**src/rtl/ram_bus_arbiter_pkg.sv**
```systemverilog
// riscv_bus_pkg: shared constants for the data-RAM bus arbiter.
// State codes double as the owner status codes.
package riscv_bus_pkg;

  localparam int ADDR_W_DEF = 32;
  localparam int DATA_W_DEF = 32;

  localparam logic [1:0] ST_IDLE = 2'b00;
  localparam logic [1:0] ST_OWN0 = 2'b01;
  localparam logic [1:0] ST_OWN1 = 2'b10;

  // Hold counter must represent 0..max_hold.
  function automatic int cnt_w(input int max_hold);
    return (max_hold < 1) ? 1 : $clog2(max_hold + 1);
  endfunction

endpackage

```
**src/rtl/ram_bus_arbiter_if.sv**
```systemverilog
// ram_bus_arbiter_if: two requester ports plus the RAM port.
// slave = arbiter view, master = requesters/RAM view.
interface ram_bus_arbiter_if #(
  parameter int ADDR_WIDTH = riscv_bus_pkg::ADDR_W_DEF,
  parameter int DATA_WIDTH = riscv_bus_pkg::DATA_W_DEF
) ();

  logic                  m0_req;
  logic                  m0_we;
  logic [ADDR_WIDTH-1:0] m0_addr;
  logic [DATA_WIDTH-1:0] m0_wdata;
  logic                  m0_gnt;
  logic                  m0_ack;
  logic [DATA_WIDTH-1:0] m0_rdata;

  logic                  m1_req;
  logic                  m1_we;
  logic [ADDR_WIDTH-1:0] m1_addr;
  logic [DATA_WIDTH-1:0] m1_wdata;
  logic                  m1_gnt;
  logic                  m1_ack;
  logic [DATA_WIDTH-1:0] m1_rdata;

  logic [ADDR_WIDTH-1:0] ram_addr;
  logic                  ram_we;
  logic [DATA_WIDTH-1:0] ram_wd;
  logic [DATA_WIDTH-1:0] ram_rd;

  modport slave (
    input  m0_req, m0_we, m0_addr, m0_wdata,
    output m0_gnt, m0_ack, m0_rdata,
    input  m1_req, m1_we, m1_addr, m1_wdata,
    output m1_gnt, m1_ack, m1_rdata,
    output ram_addr, ram_we, ram_wd,
    input  ram_rd
  );

  modport master (
    output m0_req, m0_we, m0_addr, m0_wdata,
    input  m0_gnt, m0_ack, m0_rdata,
    output m1_req, m1_we, m1_addr, m1_wdata,
    input  m1_gnt, m1_ack, m1_rdata,
    input  ram_addr, ram_we, ram_wd,
    output ram_rd
  );

endinterface

```
**src/rtl/ram_bus_arbiter_hold.sv**
```systemverilog
// arb_hold_counter: transfers done by the current owner.
// Ports: clk, rst (async low), clr, inc -> limit (cnt==MAX), near (cnt==MAX-1).
module arb_hold_counter
  import riscv_bus_pkg::*;
#(
  parameter int MAX_HOLD = 4
) (
  input  logic clk,
  input  logic rst,
  input  logic clr,
  input  logic inc,
  output logic limit,
  output logic near
);

  localparam int CW = cnt_w(MAX_HOLD);
  localparam logic [CW-1:0] MAX_V = CW'(MAX_HOLD);
  localparam logic [CW-1:0] PRE_V = CW'(MAX_HOLD - 1);

  logic [CW-1:0] cnt;

  always_ff @(posedge clk or negedge rst) begin
    if (!rst) begin
      cnt <= '0;
    end else if (clr) begin
      cnt <= '0;
    end else if (inc && cnt != MAX_V) begin
      cnt <= cnt + CW'(1);
    end
  end

  assign limit = (cnt == MAX_V);
  assign near  = (cnt == PRE_V);

endmodule

```
**src/rtl/ram_bus_arbiter.sv**
```systemverilog
// ram_bus_arbiter: round-robin, bounded-hold sharing of the data RAM.
// Ports: clk, rst (async low), bus (slave modport), owner (00/01/10).
module ram_bus_arbiter
  import riscv_bus_pkg::*;
#(
  parameter int ADDR_WIDTH = ADDR_W_DEF,
  parameter int DATA_WIDTH = DATA_W_DEF,
  parameter int MAX_HOLD   = 4
) (
  input  logic                    clk,
  input  logic                    rst,
  ram_bus_arbiter_if.slave        bus,
  output logic [1:0]              owner
);

  logic [1:0] st;
  logic [1:0] st_nxt;
  logic       last_q;
  logic       gnt0;
  logic       gnt1;
  logic       xfer0;
  logic       xfer1;
  logic       xfer;
  logic       limit;
  logic       near;
  logic       hit;
  logic       clr;
  logic       ack0_q;
  logic       ack1_q;
  logic       rd0_q;
  logic       rd1_q;

  logic [DATA_WIDTH-1:0] rdata0_q;
  logic [DATA_WIDTH-1:0] rdata1_q;
  logic [ADDR_WIDTH-1:0] addr_mux;
  logic [DATA_WIDTH-1:0] wd_mux;
  logic                  we_mux;

  assign gnt0  = (st == ST_OWN0);
  assign gnt1  = (st == ST_OWN1);
  assign xfer0 = gnt0 & bus.m0_req;
  assign xfer1 = gnt1 & bus.m1_req;
  assign xfer  = xfer0 | xfer1;
  // This transfer brings the count to MAX_HOLD (or it already sits there).
  assign hit   = xfer & (limit | near);

  arb_hold_counter #(
    .MAX_HOLD (MAX_HOLD)
  ) u_hold (
    .clk   (clk),
    .rst   (rst),
    .clr   (clr),
    .inc   (xfer),
    .limit (limit),
    .near  (near)
  );

  always_comb begin
    st_nxt = st;
    clr    = 1'b0;
    unique case (1'b1)
      gnt0: begin
        if (!bus.m0_req) begin
          st_nxt = bus.m1_req ? ST_OWN1 : ST_IDLE;
          clr    = 1'b1;
        end else if (hit && bus.m1_req) begin
          st_nxt = ST_OWN1;
          clr    = 1'b1;
        end
      end
      gnt1: begin
        if (!bus.m1_req) begin
          st_nxt = bus.m0_req ? ST_OWN0 : ST_IDLE;
          clr    = 1'b1;
        end else if (hit && bus.m0_req) begin
          st_nxt = ST_OWN0;
          clr    = 1'b1;
        end
      end
      default: begin
        clr = 1'b1;
        // On a tie, serve whoever was not served last.
        if (bus.m0_req && (!bus.m1_req || last_q)) begin
          st_nxt = ST_OWN0;
        end else if (bus.m1_req) begin
          st_nxt = ST_OWN1;
        end
      end
    endcase
  end

  always_ff @(posedge clk or negedge rst) begin
    if (!rst) begin
      st     <= ST_IDLE;
      last_q <= 1'b1;
    end else begin
      st <= st_nxt;
      if (xfer0) begin
        last_q <= 1'b0;
      end else if (xfer1) begin
        last_q <= 1'b1;
      end
    end
  end

  always_comb begin
    addr_mux = '0;
    we_mux   = 1'b0;
    wd_mux   = '0;
    unique case (1'b1)
      gnt0: begin
        addr_mux = bus.m0_addr;
        we_mux   = bus.m0_we & bus.m0_req;
        wd_mux   = bus.m0_wdata;
      end
      gnt1: begin
        addr_mux = bus.m1_addr;
        we_mux   = bus.m1_we & bus.m1_req;
        wd_mux   = bus.m1_wdata;
      end
      default: begin
      end
    endcase
  end

  assign bus.ram_addr = addr_mux;
  assign bus.ram_we   = we_mux;
  assign bus.ram_wd   = wd_mux;

  always_ff @(posedge clk or negedge rst) begin
    if (!rst) begin
      ack0_q   <= 1'b0;
      ack1_q   <= 1'b0;
      rd0_q    <= 1'b0;
      rd1_q    <= 1'b0;
      rdata0_q <= '0;
      rdata1_q <= '0;
    end else begin
      ack0_q <= xfer0;
      ack1_q <= xfer1;
      rd0_q  <= xfer0 & ~bus.m0_we;
      rd1_q  <= xfer1 & ~bus.m1_we;
      if (rd0_q) rdata0_q <= bus.ram_rd;
      if (rd1_q) rdata1_q <= bus.ram_rd;
    end
  end

  // RAM data arrives in the ack cycle; pass it through, then hold it.
  assign bus.m0_rdata = rd0_q ? bus.ram_rd : rdata0_q;
  assign bus.m1_rdata = rd1_q ? bus.ram_rd : rdata1_q;
  assign bus.m0_ack   = ack0_q;
  assign bus.m1_ack   = ack1_q;
  assign bus.m0_gnt   = gnt0;
  assign bus.m1_gnt   = gnt1;
  assign owner        = st;

endmodule
```
**src/flat_wrapper.sv**
```systemverilog
// flat-port wrapper written by rule: the top's interface ports become plain ports
module ram_bus_arbiter_flat import riscv_bus_pkg::*;
#(
  parameter int ADDR_WIDTH = ADDR_W_DEF,
  parameter int DATA_WIDTH = DATA_W_DEF,
  parameter int MAX_HOLD   = 4
)
  (clk, rst, owner, bus_m0_req, bus_m0_we, bus_m0_addr, bus_m0_wdata, bus_m0_gnt, bus_m0_ack, bus_m0_rdata, bus_m1_req, bus_m1_we, bus_m1_addr, bus_m1_wdata, bus_m1_gnt, bus_m1_ack, bus_m1_rdata, bus_ram_addr, bus_ram_we, bus_ram_wd, bus_ram_rd);
  ram_bus_arbiter_if #(.ADDR_WIDTH(ADDR_WIDTH), .DATA_WIDTH(DATA_WIDTH)) bus_i ();
  input  logic clk;
  input  logic rst;
  output logic [1:0] owner;
  input wire logic [$bits(bus_i.m0_req)-1:0] bus_m0_req;
  input wire logic [$bits(bus_i.m0_we)-1:0] bus_m0_we;
  input wire logic [$bits(bus_i.m0_addr)-1:0] bus_m0_addr;
  input wire logic [$bits(bus_i.m0_wdata)-1:0] bus_m0_wdata;
  output wire logic [$bits(bus_i.m0_gnt)-1:0] bus_m0_gnt;
  output wire logic [$bits(bus_i.m0_ack)-1:0] bus_m0_ack;
  output wire logic [$bits(bus_i.m0_rdata)-1:0] bus_m0_rdata;
  input wire logic [$bits(bus_i.m1_req)-1:0] bus_m1_req;
  input wire logic [$bits(bus_i.m1_we)-1:0] bus_m1_we;
  input wire logic [$bits(bus_i.m1_addr)-1:0] bus_m1_addr;
  input wire logic [$bits(bus_i.m1_wdata)-1:0] bus_m1_wdata;
  output wire logic [$bits(bus_i.m1_gnt)-1:0] bus_m1_gnt;
  output wire logic [$bits(bus_i.m1_ack)-1:0] bus_m1_ack;
  output wire logic [$bits(bus_i.m1_rdata)-1:0] bus_m1_rdata;
  output wire logic [$bits(bus_i.ram_addr)-1:0] bus_ram_addr;
  output wire logic [$bits(bus_i.ram_we)-1:0] bus_ram_we;
  output wire logic [$bits(bus_i.ram_wd)-1:0] bus_ram_wd;
  input wire logic [$bits(bus_i.ram_rd)-1:0] bus_ram_rd;
  assign bus_i.m0_req = bus_m0_req;
  assign bus_i.m0_we = bus_m0_we;
  assign bus_i.m0_addr = bus_m0_addr;
  assign bus_i.m0_wdata = bus_m0_wdata;
  assign bus_m0_gnt = bus_i.m0_gnt;
  assign bus_m0_ack = bus_i.m0_ack;
  assign bus_m0_rdata = bus_i.m0_rdata;
  assign bus_i.m1_req = bus_m1_req;
  assign bus_i.m1_we = bus_m1_we;
  assign bus_i.m1_addr = bus_m1_addr;
  assign bus_i.m1_wdata = bus_m1_wdata;
  assign bus_m1_gnt = bus_i.m1_gnt;
  assign bus_m1_ack = bus_i.m1_ack;
  assign bus_m1_rdata = bus_i.m1_rdata;
  assign bus_ram_addr = bus_i.ram_addr;
  assign bus_ram_we = bus_i.ram_we;
  assign bus_ram_wd = bus_i.ram_wd;
  assign bus_i.ram_rd = bus_ram_rd;
  ram_bus_arbiter #(.ADDR_WIDTH(ADDR_WIDTH), .DATA_WIDTH(DATA_WIDTH), .MAX_HOLD(MAX_HOLD)) u_core (.clk(clk), .rst(rst), .bus(bus_i), .owner(owner));
endmodule
```
**config.mk**
```make
export PLATFORM = sky130hd
export DESIGN_NAME = ram_bus_arbiter_flat
export DESIGN_NICKNAME = d
export VERILOG_FILES = /design/src/rtl/ram_bus_arbiter_pkg.sv /design/src/rtl/ram_bus_arbiter_if.sv /design/src/rtl/ram_bus_arbiter_hold.sv /design/src/rtl/ram_bus_arbiter.sv /design/src/flat_wrapper.sv
export SDC_FILE = /design/constraint.sdc
export NUM_CORES = 1
export LEC_CHECK = 0
export ABC_AREA = 1
export CAP_MARGIN = 20
export CORE_AREA = 3 3 114 116
export DETAILED_ROUTE_END_ITERATION = 8
export DIE_AREA = 0 0 117 119
export GPL_TIMING_DRIVEN = 0
export PLACE_DENSITY = 0.87
export SKIP_LAST_GASP = 1
export SLEW_MARGIN = 20
export SYNTH_ARGS = -nofsm -noshare
export SYNTH_HDL_FRONTEND = slang
export SYNTH_SLANG_ARGS = --single-unit
```
**constraint.sdc**
```tcl
create_clock -name clk -period 1.8 [get_ports clk]
set_input_delay 0.36 -clock clk [delete_from_list [all_inputs] [get_ports clk]]
set_output_delay 0.36 -clock clk [all_outputs]
set_load 0.02 [all_outputs]
```
==> results.cfg <==
[clock_network]
clockBufferDepth = 2
cts_num_sinks = 74
clock_tree.root_cell = sky130_fd_sc_hd__clkbuf_16
path_clk_slew_ns = 0.06
tritoncts = built
numCtsBuffers = 9
htree_num_levels = 3
clk_latency_ns = 0.32

[power_and_ir_drop]
power_report.internal_total_mw = 9.83
power.switching_mw = 7.36
total_leakage_power_nw = 4.08
peakVddDrop_mv = 0.982
power.density_cell_area_nw_per_um2 = 1790
power_switching_share = 0.428
p_clk_frac = 0.096
comb_power_share = 0.746
share_seq_of_total_power = 0.159

[yosys]
synth.lib_cells_used.distinct = 19
yosysWarnings = 0
parity_gate_share_of_the_synthesized_area_counting_xor_and_xnor_cells = 0.00455
synth.mux.area_fraction = 0.187
mappedNetlistArea_um2 = 3850
syn_area_per_cell_um2 = 9.09
postSynthCellCount = 424
synth_top_family_by_area = multiplexers
synth-seq-cells = 74
post_synth_and_or_nand_nor_area_fraction = 0.175
synth.yosys.seq_area_share = 0.481
synth_compound_gate_area_share = 0.0896
synth.net_count = 594
post_synth_fa_ha_maj_area_fraction = 0.0130

[floorplan]
initial_core_util = 0.321
fp.coreArea_um2 = 12000
die_h_um = 119
die_area_um2 = 13900
chipWidth_um = 117
num_rows = 40
count_of_pins_on_the_block_boundary = 301

[layout]
layout_commonest_cell = sky130_fd_sc_hd__clkdlybuf4s50_1
utilization = 0.799
areaGrowthSynthToFinish_pct = 149
finish.net_count = 957
drive_above_1_share = 0.554
layout_common_cells = 166 x sky130_fd_sc_hd__clkdlybuf4s50_1, 113 x sky130_fd_sc_hd__buf_6, 72 x sky130_fd_sc_hd__nand2_1
filler_cells = 659
final_cells = 939
antenna_cells_inserted = 0

[routing]
number_of_optimization_iterations_in_the_first_detailed_route_pass = 5
drt_first_iter_violations = 269
detailroute.via_count = 4709
drcViolationCount = 0
final_ant_viol_nets = 0
routed_via_density = 5.01
wl_mm = 19.6
routed_wire_length_per_instance_um = 20.8

[flow_run]
maxCapViolCount = 0

[worst_setup_path]
rrSetupSlack_ns = 0.08
crit_arrival_ns = 1.68
worst_path_dominant_cell_family = buffers and inverters
worstPathBufferInverterCount = 4
critical_path.max_fanout = 5
worst_path_max_delay_cell = sky130_fd_sc_hd__dfrtp_2
crit_path_max_incr_delay_ns = 0.44
required_ns = 1.44
timing.critical_path.cells = inv_2, ha_4, buf_12, clkbuf_16, nand2_2, a21oi_4, buf_6
critical_path.endpoint_type = primary output
worst_setup_path_start_kind = flip-flop
worst-setup-path-type = flip-flop to primary output

[grt]
grt_pass1_vias = 5085
grt_start_max_net_pins = 53
number_of_antenna_violations_at_the_first_check_in_global_routing = 0
grt_first_pass_wirelength_mm = 26.7
gr-usage-all-layers = 0.244
gr-total-overflow = 0

[placed_design]
port-buffer-count = 300
detailed_place_hpwl_mm = 13.2
finalWeightedCongestion = 0.912
placed_cells = 872

[timing]
final.min_clock_period_ns = 2.04
timing.max_slew.rel_slack = 0.786
clock.fmax_mhz = 489
max_slew.worst_pin.slew_ns = 0.320
setup_repair_after_global_routing_missed_its_margin = yes
timing.final.ws_setup_ns = -0.244
final-hold-violation-count = 0
worst_clock_skew_ns = 0.00957
report.final.slew_viol_count = 0
finalSetupViolations = 126
layout_worst_path_cycle_share = 1.14

[run_status]
status = complete, but fails checks
violated_checks = setup timing

[worst_hold_path]
holdCritPathClass = input pin to asynchronous set/reset pin
==> cells in the mapped netlist <==
cell type / count / area, µm²
sky130_fd_sc_hd__nand2_1: 149 / 559
sky130_fd_sc_hd__dfrtp_1: 73 / 1830
sky130_fd_sc_hd__a21oi_1: 65 / 325
sky130_fd_sc_hd__mux2_2: 60 / 676
sky130_fd_sc_hd__buf_2: 21 / 105
sky130_fd_sc_hd__inv_1: 12 / 45.0
sky130_fd_sc_hd__clkbuf_1: 8 / 30.0
sky130_fd_sc_hd__nor2_1: 6 / 22.5
sky130_fd_sc_hd__nand3_1: 5 / 25.0
sky130_fd_sc_hd__ha_1: 4 / 50.1
sky130_fd_sc_hd__mux2_1: 4 / 45.0
sky130_fd_sc_hd__nand2_2: 4 / 25.0
sky130_fd_sc_hd__o21ai_0: 4 / 20.0
sky130_fd_sc_hd__nand3_2: 2 / 20.0
sky130_fd_sc_hd__nand4_1: 2 / 12.5
sky130_fd_sc_hd__xor2_1: 2 / 17.5
sky130_fd_sc_hd__buf_6: 1 / 11.3
sky130_fd_sc_hd__dfstp_2: 1 / 26.3
sky130_fd_sc_hd__nand2_4: 1 / 11.3
==> per-stage QoR <==
stage / setup TNS [ns] / setup WS (ns) / total power [mW] / instance area [µm²] / hold WS, ns
after floorplan: -0.561 / -0.0187 / 8.29 / 4530 / 0.0644
after global placement: -197.24 / -2.15 / 11.9 / 7710 / 0.467
after detailed placement: -59.34 / -0.697 / 12.2 / 7740 / 0.278
after CTS: -22.27 / -0.235 / 15.2 / 8680 / 0.469
after global routing: -26.57 / -0.305 / 17.9 / 9590 / 0.503
final: -20.07 / -0.244 / 17.2 / 9590 / 0.478
==> final cells by class <==
type	count	area, µm²	share of cell area
plain buffers	26	445	0.0464
clock buffers	11	243	0.0253
clock inverters	5	37.5	0.00391
inverters	12	45.0	0.00469
multi-input cells	308	2870	0.300
flip-flops and latches	74	1860	0.194
well taps	147	184	0.0192
repair buffers	356	3910	0.407
==> flip-flops by register name (all words and copies together) (netlist names) <==
name,cells
u_core.bus.m0_ack,1
u_core.bus.m1_ack,1
u_core.last_q,1
u_core.owner,2
u_core.rd0_q,1
u_core.rd1_q,1
u_core.rdata0_q,32
u_core.rdata1_q,32
u_core.u_hold.cnt,3
==> kinds of logic after synthesis <==
logic type,Yosys count
XOR/XNOR,2
flip-flops,74
AO/OA/AOI/OAI,69
buffers and inverters,42
multiplexers,64
AND/OR/NAND/NOR,169
adder cells (fa/ha/maj),4
==> what timing repair did <==
item / 4_1_cts / 5_1_grt
resized for setup: 690 / 250
setup endpoints to repair: 131 / 130
hold buffers: 1 / 0
buffers inserted: 14 / 21
gates cloned: 9 / 10
endpoints found under the hold margin: 22 / 0
pin swaps: 11 / 60
==> final timing paths <==
check / startpoint / end / cells after the start
max in group asynchronous: rst / u_core.last_q$_DFFE_PN1P_ / 3
min in group clk: u_core.rdata0_q[6]$_DFF_PN0_ / u_core.rdata0_q[6]$_DFF_PN0_ / 1
hold reg to reg: u_core.rdata0_q[6]$_DFF_PN0_ / u_core.rdata0_q[6]$_DFF_PN0_ / 1
hold / removal: rst / u_core.rdata0_q[2]$_DFF_PN0_ / 2
setup reg to reg: u_core.owner[1]$_DFFE_PN0P_ / u_core.owner[0]$_DFFE_PN0P_ / 11
setup / recovery: u_core.owner[1]$_DFFE_PN0P_ / bus_ram_addr[13] / 7
==> power by group through the flow <==
stage / combinational, mW / sequential, mW / clock, mW
CTS: 10.9 / 2.71 / 1.68
detailed placement: 9.49 / 2.72 / 0
floorplan: 5.63 / 2.66 / 0
global placement: 9.26 / 2.66 / 0
global route: 13.4 / 2.79 / 1.76
finish: 12.8 / 2.73 / 1.64
==> layer usage <==
layer	wire (µm)	part of all wire	track usage	up-vias
met5	0	0	0	-
met2	10800	0.55	0.452	239
met3	1250	0.064	0.0574	43
met1	6870	0.35	0.260	2298
li1	-	-	-	2129
met4	645	0.033	0.0975	0
(Power assumes the default switching activity.)
